===== src/rtl/hazard_scoreboard_pkg.sv =====
// rtl/hazard_scoreboard_pkg.sv - shared constants and select-code helpers for the hazard scoreboard
package hazard_scoreboard_pkg;

    localparam int FWD_NONE = 0;

    function automatic int sel_width(input int lanes, input int stages);
        return $clog2(lanes * stages + 1);
    endfunction

    // Lower code = higher priority: youngest stage first, then highest lane.
    function automatic int sel_code(input int stage, input int lane, input int lanes);
        return 1 + stage * lanes + (lanes - 1 - lane);
    endfunction

endpackage


===== src/rtl/hazard_src_match.sv =====
// rtl/hazard_src_match.sv - matches one EX source register against every in-flight tag
module hazard_src_match
    import hazard_scoreboard_pkg::*;
#(
    parameter int LANES      = 2,
    parameter int STAGES     = 2,
    parameter int REG_W      = 5,
    parameter int LOAD_READY = 1,
    parameter int SEL_W      = 3
) (
    input  logic [REG_W-1:0]              rs_i,
    input  logic [LANES*STAGES-1:0]       tag_valid_i,
    input  logic [LANES*STAGES-1:0]       tag_load_i,
    input  logic [LANES*STAGES*REG_W-1:0] tag_rd_i,
    output logic [SEL_W-1:0]              sel_o,
    output logic                          load_hit_o
);

    // Walk from lowest to highest priority so the last match is the winner.
    always_comb begin
        sel_o      = SEL_W'(FWD_NONE);
        load_hit_o = 1'b0;
        if (rs_i != '0) begin
            for (int k = STAGES - 1; k >= 0; k--) begin
                for (int i = 0; i < LANES; i++) begin
                    if (tag_valid_i[k*LANES+i] &&
                        (tag_rd_i[(k*LANES+i)*REG_W +: REG_W] == rs_i)) begin
                        sel_o      = SEL_W'(sel_code(k, i, LANES));
                        load_hit_o = tag_load_i[k*LANES+i] && (k < LOAD_READY);
                    end
                end
            end
        end
    end

endmodule


===== src/rtl/hazard_scoreboard.sv =====
// rtl/hazard_scoreboard.sv - shadow tag pipeline, operand forward selects and load-use stall
module hazard_scoreboard
    import hazard_scoreboard_pkg::*;
#(
    parameter  int LANES      = 2,
    parameter  int STAGES     = 2,
    parameter  int REG_W      = 5,
    parameter  int LOAD_READY = 1,
    parameter  int CNT_W      = 32,
    localparam int SEL_W      = sel_width(LANES, STAGES)
) (
    input  logic                       clk,
    input  logic                       rst_n,
    input  logic [LANES-1:0]           ex_valid,
    input  logic [LANES-1:0]           ex_we,
    input  logic [LANES-1:0]           ex_is_load,
    input  logic [LANES*REG_W-1:0]     ex_rd,
    input  logic [LANES*2*REG_W-1:0]   ex_rs,
    input  logic                       flush,
    output logic [LANES*2*SEL_W-1:0]   fwd_sel,
    output logic                       stall,
    output logic [CNT_W-1:0]           stall_count
);

    localparam int N = LANES * STAGES;

    // Tag slot k*LANES+i holds stage k, lane i.
    logic [N-1:0]       valid_q, valid_d;
    logic [N-1:0]       load_q, load_d;
    logic [N*REG_W-1:0] rd_q, rd_d;
    logic [CNT_W-1:0]   count_q, count_d;

    logic [LANES*2-1:0]       hit;
    logic [LANES*2*SEL_W-1:0] raw_sel;
    logic                     stall_w;
    logic [LANES*2*SEL_W-1:0] fwd_sel_w;

    for (genvar s = 0; s < LANES * 2; s++) begin : g_src
        hazard_src_match #(
            .LANES     (LANES),
            .STAGES    (STAGES),
            .REG_W     (REG_W),
            .LOAD_READY(LOAD_READY),
            .SEL_W     (SEL_W)
        ) u_match (
            .rs_i       (ex_rs[s*REG_W +: REG_W]),
            .tag_valid_i(valid_q),
            .tag_load_i (load_q),
            .tag_rd_i   (rd_q),
            .sel_o      (raw_sel[s*SEL_W +: SEL_W]),
            .load_hit_o (hit[s])
        );
    end

    always_comb begin
        stall_w   = 1'b0;
        fwd_sel_w = raw_sel;
        for (int s = 0; s < LANES * 2; s++) begin
            if (ex_valid[s/2] && hit[s]) begin
                stall_w                       = 1'b1;
                fwd_sel_w[s*SEL_W +: SEL_W]   = SEL_W'(FWD_NONE);
            end
        end
    end

    always_comb begin
        valid_d = valid_q << LANES;
        load_d  = load_q << LANES;
        rd_d    = rd_q << (LANES * REG_W);
        if (flush) begin
            valid_d = '0;
        end else if (!stall_w) begin
            for (int i = 0; i < LANES; i++) begin
                valid_d[i] = ex_valid[i] && ex_we[i] && (ex_rd[i*REG_W +: REG_W] != '0);
                load_d[i]  = ex_is_load[i];
            end
            rd_d[LANES*REG_W-1:0] = ex_rd;
        end
    end

    always_comb begin
        count_d = count_q;
        if (stall_w && !flush && (count_q != '1)) begin
            count_d = count_q + CNT_W'(1);
        end
    end

    always_ff @(posedge clk or negedge rst_n) begin
        if (!rst_n) begin
            valid_q <= '0;
            load_q  <= '0;
            rd_q    <= '0;
            count_q <= '0;
        end else begin
            valid_q <= valid_d;
            load_q  <= load_d;
            rd_q    <= rd_d;
            count_q <= count_d;
        end
    end

    assign fwd_sel     = fwd_sel_w;
    assign stall       = stall_w;
    assign stall_count = count_q;

endmodule

===== config.mk =====
export PLATFORM = sky130hd
export DESIGN_NAME = hazard_scoreboard
export DESIGN_NICKNAME = d
export VERILOG_FILES = /design/src/rtl/hazard_scoreboard_pkg.sv /design/src/rtl/hazard_src_match.sv /design/src/rtl/hazard_scoreboard.sv
export SDC_FILE = /design/constraint.sdc
export NUM_CORES = 1
export LEC_CHECK = 0
export BUFFER_PORTS_ARGS = -buffer_cell sky130_fd_sc_hd__buf_2
export CAP_MARGIN = 5
export CORE_MARGIN = 5
export CORE_UTILIZATION = 45
export DETAILED_ROUTE_END_ITERATION = 7
export PLACE_DENSITY = 0.68
export SYNTH_ARGS = -nofsm -noshare
export SYNTH_HDL_FRONTEND = slang
export SYNTH_HIERARCHICAL = 1
export SYNTH_SLANG_ARGS = --single-unit

===== constraint.sdc =====
create_clock -name clk -period 3.6 [get_ports clk]
set_clock_uncertainty 0.1 [all_clocks]
set_input_delay 0.18 -clock clk [delete_from_list [all_inputs] [get_ports clk]]
set_output_delay 0.18 -clock clk [all_outputs]
set_load 0.005 [all_outputs]

==> impl_metrics.tcl, run 1 <==
set metrics [dict create \
    fin_setup_tns_ps 0 \
    cap_violations 0 \
    powerDensity_nw_per_um2 325 \
    dpl.hpwl_um 7500 \
    cts_tree "yes" \
    status "complete, no violations" \
    via_per_inst 5.39 \
    synth_nets 426 \
    hold_viol_final 0 \
    post_drt_wl_per_cell_um 17.0 \
    fin_hold_ws_ps 32.2 \
    setup.worst_path.class "flip-flop to flip-flop" \
    dpl.cell_count 555 \
    critPathMaxFanout 5 \
    syn-instance-count 386 \
    relSlewSlack 0.331 \
    finalCritPeriodShare 0.944 \
    worstHoldPathType "primary input to flip-flop" \
    ant_nets 0 \
    track_usage 0.199 \
    post-route-util 0.557 \
    grt_pass1_wl_um 16000 \
    setup_violations 0 \
    start_kind "flip-flop" \
    syn_avg_cell_area_um2 9.85 \
    cts.sinks 58 \
    p_leak_nw 2.28 \
    routed_wl_um 9990 \
    drc 0 \
    layout_min_cycle_time_ps 3400 \
    clk_pin_slew_ps 70 \
    tightest_slew_ps 1000 \
    die_w_um 102 \
    ir_worst_vdd_mv 0.189 \
    rows 33 \
    p_total_mw 1.49 \
    die-area_um2 10400 \
    crit_arrival_ps 3540 \
    grt_pass1_vias 3262 \
    setup_slack_ps 202 \
    htree_levels 3 \
    drt_iter0_drc 112 \
    dpl_cell_area_um2 4210 \
    dr.max_layer_used "met4" \
    diodes 0 \
    place_ws_ps 109 \
    fin_area_um2 4570 \
    max_freq_mhz 294 \
    fin_nets 517 \
    wl_met2_um 4880 \
    gp_congestion 0.875 \
    cts_made_buffers 9 \
    clockBufferDepth 2 \
    grt_max_degree 46 \
    syn_to_final_growth_pct 20.3 \
    grt_overflow_total 0 \
    io_buffers 83 \
    syn-cell-area_um2 3800 \
    core_um2 8220 \
    insertion_delay_ps 330 \
    final_cell_count_no_fill 587 \
    layout-drive-gt1-share 0.243 \
    num_vias 3164 \
    route.met3.wl_um 509 \
    yosysWarnings 6 \
    fp.dieH_um 102 \
    cts_root_buf "clkbuf_8" \
    required_ps 3750 \
    wl_met1_um 4410 \
    antenna_found_initial 0 \
    drt_first_pass_iters 6 \
    slew_violations 0 \
    initial_core_util 0.463 \
    cp-end-kind "flip-flop" \
    io_pins 84 \
]
## cells in the final DEF (no fill, tap or decap), drive strengths merged
cell	n
o2111a	2
or3b	5
xnor2	25
dfrtp	58
nand3	17
a21oi	10
inv	1
buf	89
xor2	84
and3	12
nor2	18
or3	1
bufinv	1
o21ai	3
and2	25
nand4	11
ha	1
or4	8
dlygate4sd3	15
mux2i	1
a2111oi	1
clkinv	1
clkinvlp	2
and4	4
nor4	21
clkbuf	12
nor3	15
nand3b	1
mux2	2
or4b	1
nor4b	6
nor2b	6
o41a	1
nand2	22
## registers in the layout, indices dropped and copies added, names as in the netlist
signal and count:
stall_count 32, rd_q 20, valid_q 4, load_q 2
## final timing paths
path | end | start | slack (ps) | cells past startpoint
worst max-delay path | stall_count[22]$_DFFE_PN0P_ | rd_q[3]$_DFF_PN0_ | 200 | 10
worst min-delay path | valid_q[1]$_DFF_PN0_ | ex_we[1] | 30 | 2
worst max register to register | stall_count[22]$_DFFE_PN0P_ | rd_q[3]$_DFF_PN0_ | 200 | 10
worst min register to register | stall_count[25]$_DFFE_PN0P_ | stall_count[25]$_DFFE_PN0P_ | 420 | 1
max in group asynchronous | rd_q[7]$_DFF_PN0_ | rst_n | 2160 | 3
min in group asynchronous | valid_q[2]$_DFF_PN0_ | rst_n | 460 | 2
## report_power, final
part	switching, mW	total, mW	internal [mW]
Clock	0.255	0.612	0.356
Sequential	0.0333	0.701	0.668
Combinational	0.0904	0.173	0.0825
## cell type report
cell class              count  area [µm²]
clock buffers              12         155
repair buffers            104         611
well taps                 105         131
flip-flops and latches     58        1450
clock inverters             4        50.0
fillers                   710        3640
multi-input cells         303        2170
inverters                   1        3.75
## what timing repair did
item / CTS / global route
setup endpoints to repair: 0 / 5
setup buffers: 0 / 1
gates resized for setup: 0 / 2
hold buffers: 15 / 0
endpoints found under the hold margin: 59 / 0
## metal layers
layer  vias up  GRT usage
met5         -          0
met4         0     0.0898
met3        17     0.0348
met2       109      0.326
met1      1526      0.257
li1       1512          -
## worst max-delay path, cell delays in order (launching register included)
cell and delay, ps:
dfrtp_1 450, xor2_1 200, nor4_2 310, nand3_1 170
or3b_1 380, a21oi_1 200, o21ai_1 160, a2111oi_2 510
or4b_4 540, nor2_1 130, xor2_1 170
Note: power is estimated with default switching activity, not from simulation.
==> run 2: changes to the inputs <==
Settings changed: CORE_UTILIZATION 45 to 35, CTS_CLUSTER_DIAMETER set to 120, PLACE_DENSITY 0.68 to not set.
==> run 2 against run 1 <==
Clock power down 0.8%; core utilization down 13 points; worst hold slack better by 6.3 ps; clock-buffer cell count fell by 1; power down 0.62%; global-route usage fell by 4.2 points; sequential share of layout area is 0.30 points lower; register-to-register slack better by 20 ps; sequential power hardly changed; largest cell class unchanged.
==> impl_metrics.tcl, run 2 (synthesized netlist as in run 1, its figures left out) <==
set metrics [dict create \
    post-route-util 0.430 \
    die_w_um 114 \
    grt_pass1_vias 3068 \
    final_cell_count_no_fill 621 \
    critPathBufInv 0 \
    post_drt_wl_per_cell_um 15.9 \
    insertion_delay_ps 330 \
    largest_reg_flops 32 \
    layout_common_cells "xor2_1, buf_2, dfrtp_1" \
    core_um2 10700 \
    ant_nets 0 \
    r2r_cells 10 \
    setup.worst_path.class "flip-flop to flip-flop" \
    grt_pass1_wl_um 16000 \
    die-area_um2 13000 \
    r2r-start "rd_q[3]$_DFF_PN0_" \
    hold_depth 2 \
    track_usage 0.156 \
    dpl_cell_area_um2 4250 \
    final_common_cell "xor2_1" \
    powerDensity_nw_per_um2 320 \
    io_pins 84 \
    cts_tree "yes" \
    cts_setup_buffers 0 \
    layout_min_cycle_time_ps 3380 \
    fin_nets 516 \
    setup_slack_ps 221 \
    initial_core_util 0.354 \
    antenna_found_initial 0 \
    ir_worst_vdd_mv 0.167 \
    crit_top_cell "xor2_1" \
    cts_made_buffers 9 \
    num_vias 3130 \
    setup_violations 0 \
    htree_levels 3 \
    critPathSlowestCell "or4b_4" \
    crit_family "simple AND/OR/NAND/NOR gates" \
    required_ps 3770 \
    rows 38 \
    diodes 0 \
    finalCritPeriodShare 0.939 \
    tightest_slew_ps 651 \
    max_freq_mhz 296 \
    gp_congestion 0.900 \
    rsz0062_at_grt "false" \
    grt_overflow_total 0 \
    clk_pin_slew_ps 70 \
    status "complete, no violations" \
    dpl.cell_count 589 \
    hold_viol_final 0 \
    fillerInstances 1082 \
    cts_root_buf "clkbuf_8" \
    fin_area_um2 4620 \
    clockBufferDepth 2 \
    fp.dieH_um 114 \
    start_kind "flip-flop" \
    routed_wl_um 9870 \
    critPathMaxFanout 5 \
    path_cells "xor2_1 > nor4_2 > nand3_1 > or3b_1 > a21oi_1 > o21ai_1 > a2111oi_2 > or4b_4 > nor3_2 > xor2_1" \
    drt_first_pass_iters 5 \
    via_per_inst 5.04 \
    cap_violations 0 \
    worstHoldPathType "primary input to flip-flop" \
    max_stage_delay_ps 550 \
    crit_arrival_ps 3540 \
    layout-drive-gt1-share 0.243 \
    place_ws_ps 181 \
    cp-end-kind "flip-flop" \
    p_leak_nw 2.28 \
    syn_to_final_growth_pct 21.5 \
    dpl.hpwl_um 7710 \
    r2r_slack_ps 220 \
    drc 0 \
    cts.sinks 58 \
    fin_setup_tns_ps 0 \
    grt_max_degree 42 \
    drt_iter0_drc 209 \
    slew_violations 0 \
    hold_path_end "valid_q[0]$_DFF_PN0_" \
    io_buffers 83 \
    cp.depth 10 \
    r2r_end "stall_count[26]$_DFFE_PN0P_" \
    hp-start "ex_valid[0]" \
    relSlewSlack 0.563 \
]
==> run 2: final cells by class <==
type	count	area, µm²	area share
Timing Repair Buffer	103	606	0.131
Clock buffer	11	151	0.0328
Multi-Input combinational cell	303	2180	0.472
Tap cell	140	175	0.0379
Clock inverter	5	52.6	0.0114
Sequential cell	58	1450	0.314
Inverter	1	3.75	0.000813
==> run 2: worst max-delay path by stage <==
stage	from	end	slack, ps
CTS	rd_q[3]$_DFF_PN0_	stall_count[25]$_DFFE_PN0P_	150
detailed placement	rd_q[3]$_DFF_PN0_	stall_count[25]$_DFFE_PN0P_	180
global placement	rd_q[3]$_DFF_PN0_	stall_count[26]$_DFFE_PN0P_	290
floorplan	rd_q[3]$_DFF_PN0_	stall_count[28]$_DFFE_PN0P_	450
global route	rd_q[3]$_DFF_PN0_	stall_count[31]$_DFFE_PN0P_	9
finish	rd_q[3]$_DFF_PN0_	stall_count[26]$_DFFE_PN0P_	220
==> run 2: power breakdown <==
part / internal (mW) / total (mW) / switching, mW / leakage (nW)
combinational: 0.0831 / 0.169 / 0.0856 / 1.39
sequential: 0.668 / 0.701 / 0.0325 / 0.780
clock: 0.353 / 0.607 / 0.254 / 0.105
==> run 2: metrics by stage <==
| stage | power (mW) | hold WS [ps] |
|---|---|---|
| 2_1_floorplan | 0.816 | -216 |
| 3_3_place_gp | 0.863 | 33.9 |
| 3_5_place_dp | 0.869 | 37.6 |
| 4_1_cts | 1.49 | 0.792 |
| 5_1_grt | 1.55 | 23.6 |
| 6_report | 1.48 | 38.4 |
==> run 2: routing by layer <==
metal | GRT usage | up-vias | part of all wire
li1 | - | 1511 | -
met1 | 0.216 | 1482 | 0.47
met2 | 0.231 | 113 | 0.43
met3 | 0.0433 | 24 | 0.071
met4 | 0.0602 | 0 | 0.024
met5 | 0 | - | 0
==> run 2: repair_timing <==
action	CTS	global route
hold buffers	15	1
setup endpoints to repair	0	2
gates resized for setup	0	2
endpoints found under the hold margin	32	1
==> run 3: changes to the inputs <==
Settings changed: CORE_UTILIZATION 35 to 55, PLACE_DENSITY set to 0.81.
==> run 3 against run 2 <==
Worst hold slack got worse by 2.8 ps; cell count fell by 9.7%; via count up 3.9%; power increased by 1.3%; critical path depth up 1; non-clock buffer count increased by 1; clock-buffer cell count is 2 higher; cell area shrank 1.6%; clock power grew 2%; sequential power is essentially flat; critical path type unchanged.
==> impl_metrics.tcl, run 3 (synthesized netlist as in run 1, its figures left out) <==
set metrics [dict create \
    rsz0062_at_grt "false" \
    status "complete, no violations" \
    layout_min_cycle_time_ps 3360 \
    htree_levels 3 \
    cts_made_buffers 9 \
    post_drt_wl_per_cell_um 18.6 \
    worstHoldPathType "primary input to flip-flop" \
    drt_first_pass_iters 4 \
    drc 0 \
    finalCritPeriodShare 0.933 \
    dpl.hpwl_um 7440 \
    cts_root_buf "clkbuf_8" \
    diodes 0 \
    initial_core_util 0.563 \
    grt_max_degree 31 \
    r2r_slack_ps 240 \
    fin_nets 517 \
    p_leak_nw 2.28 \
    cts.sinks 58 \
    track_usage 0.251 \
    final_common_cell "xor2_1" \
    grt_pass1_vias 3352 \
    syn_to_final_growth_pct 19.6 \
    required_ps 3770 \
    die_w_um 93.1 \
    setup.worst_path.class "flip-flop to flip-flop" \
    worstSetupStartpoint "rd_q[3]$_DFF_PN0_" \
    clockBufferDepth 2 \
    num_vias 3253 \
    antenna_found_initial 0 \
    crit_end "stall_count[30]$_DFFE_PN0P_" \
    grt_overflow_total 0 \
    gp_congestion 0.902 \
    r2r_end "stall_count[30]$_DFFE_PN0P_" \
    die-area_um2 8670 \
    io_buffers 83 \
    start_kind "flip-flop" \
    largest_reg_flops 32 \
    crit_arrival_ps 3520 \
    io_pins 84 \
    critPathMaxFanout 5 \
    fp.dieH_um 93.1 \
    clk_pin_slew_ps 70 \
    drt_iter0_drc 171 \
    layout-drive-gt1-share 0.239 \
    relSlewSlack 0.569 \
    rows 30 \
    r2r_cells 11 \
    routed_wl_um 10400 \
    fin_hold_ws_ps 35.6 \
    cts_tree "yes" \
    core_um2 6760 \
    ir_worst_vdd_mv 0.285 \
    fin_setup_tns_ps 0 \
    insertion_delay_ps 340 \
    via_per_inst 5.80 \
    grt_pass1_wl_um 16900 \
    ant_nets 0 \
    layout_common_cells "xor2_1, buf_2, dfrtp_1" \
    cap_violations 0 \
    hold_viol_final 0 \
    slew_violations 0 \
    tightest_slew_ps 647 \
    max_freq_mhz 298 \
    setup_violations 0 \
    cp-end-kind "flip-flop" \
    powerDensity_nw_per_um2 329 \
    r2r-start "rd_q[3]$_DFF_PN0_" \
]
run 3: what timing repair did:
action | in CTS | in global routing
resized for setup | 0 | 1
buffers inserted | 0 | 1
hold endpoints to repair | 44 | 0
hold buffers | 16 | 0
setup endpoints to repair | 0 | 5
run 3: metrics by stage:
stage | instance area [µm²] | total power, mW | utilization | worst slack, ps | std cells
5_1_grt | 4540 | 1.55 | 0.673 | 9.11 | 561
6_report | 4540 | 1.50 | 0.673 | 240 | 561
3_3_place_gp | 4170 | 0.864 | 0.618 | 410 | 529
4_1_cts | 4540 | 1.50 | 0.671 | 289 | 560
3_5_place_dp | 4170 | 0.871 | 0.618 | 294 | 529
2_1_floorplan | 3800 | 0.816 | - | 446 | 386
run 3: how the worst min path moves through the flow:
stage	start	cells after the start	to
final	ex_valid[1]	2	valid_q[1]$_DFF_PN0_
after global routing	ex_valid[1]	2	valid_q[1]$_DFF_PN0_
after CTS	ex_valid[1]	2	valid_q[1]$_DFF_PN0_
after detailed placement	rst_n	1	stall_count[23]$_DFFE_PN0P_
after global placement	rst_n	1	stall_count[21]$_DFFE_PN0P_
after floorplan	rst_n	0	load_q[0]$_DFF_PN0_
run 3: metal layers:
| metal | wire length, µm | vias up | share of wire | global-route usage |
|---|---|---|---|---|
| met5 | 0 | - | 0 | 0 |
| met2 | 5180 | 136 | 0.50 | 0.425 |
| li1 | - | 1511 | - | - |
| met1 | 4310 | 1585 | 0.41 | 0.307 |
| met3 | 678 | 21 | 0.065 | 0.0539 |
| met4 | 262 | 0 | 0.025 | 0.107 |
run 3: worst max-delay path, cell delays in order, from the launching register on:
cell and delay, ps:
dfrtp_1 460, xor2_1 200, nor4_2 270, nand3_1 130, or3b_1 370, a21oi_1 210
o21ai_1 180, a2111oi_2 400, buf_4 190, or4b_4 480, nor2_1 140, xor2_1 170
run 3: layout make-up:
| type | instances | area (µm²) |
|---|---|---|
| Clock inverter | 2 | 35.0 |
| Clock buffer | 13 | 169 |
| Sequential cell | 58 | 1450 |
| Fill cell | 537 | 2210 |
| Inverter | 1 | 3.75 |
| Timing Repair Buffer | 104 | 613 |
| Multi-Input combinational cell | 303 | 2170 |
| Tap cell | 80 | 100 |
run 3: report_power, final:
group	internal [mW]	switching (mW)
clock network	0.372	0.248
registers	0.668	0.0309
logic	0.0832	0.0942
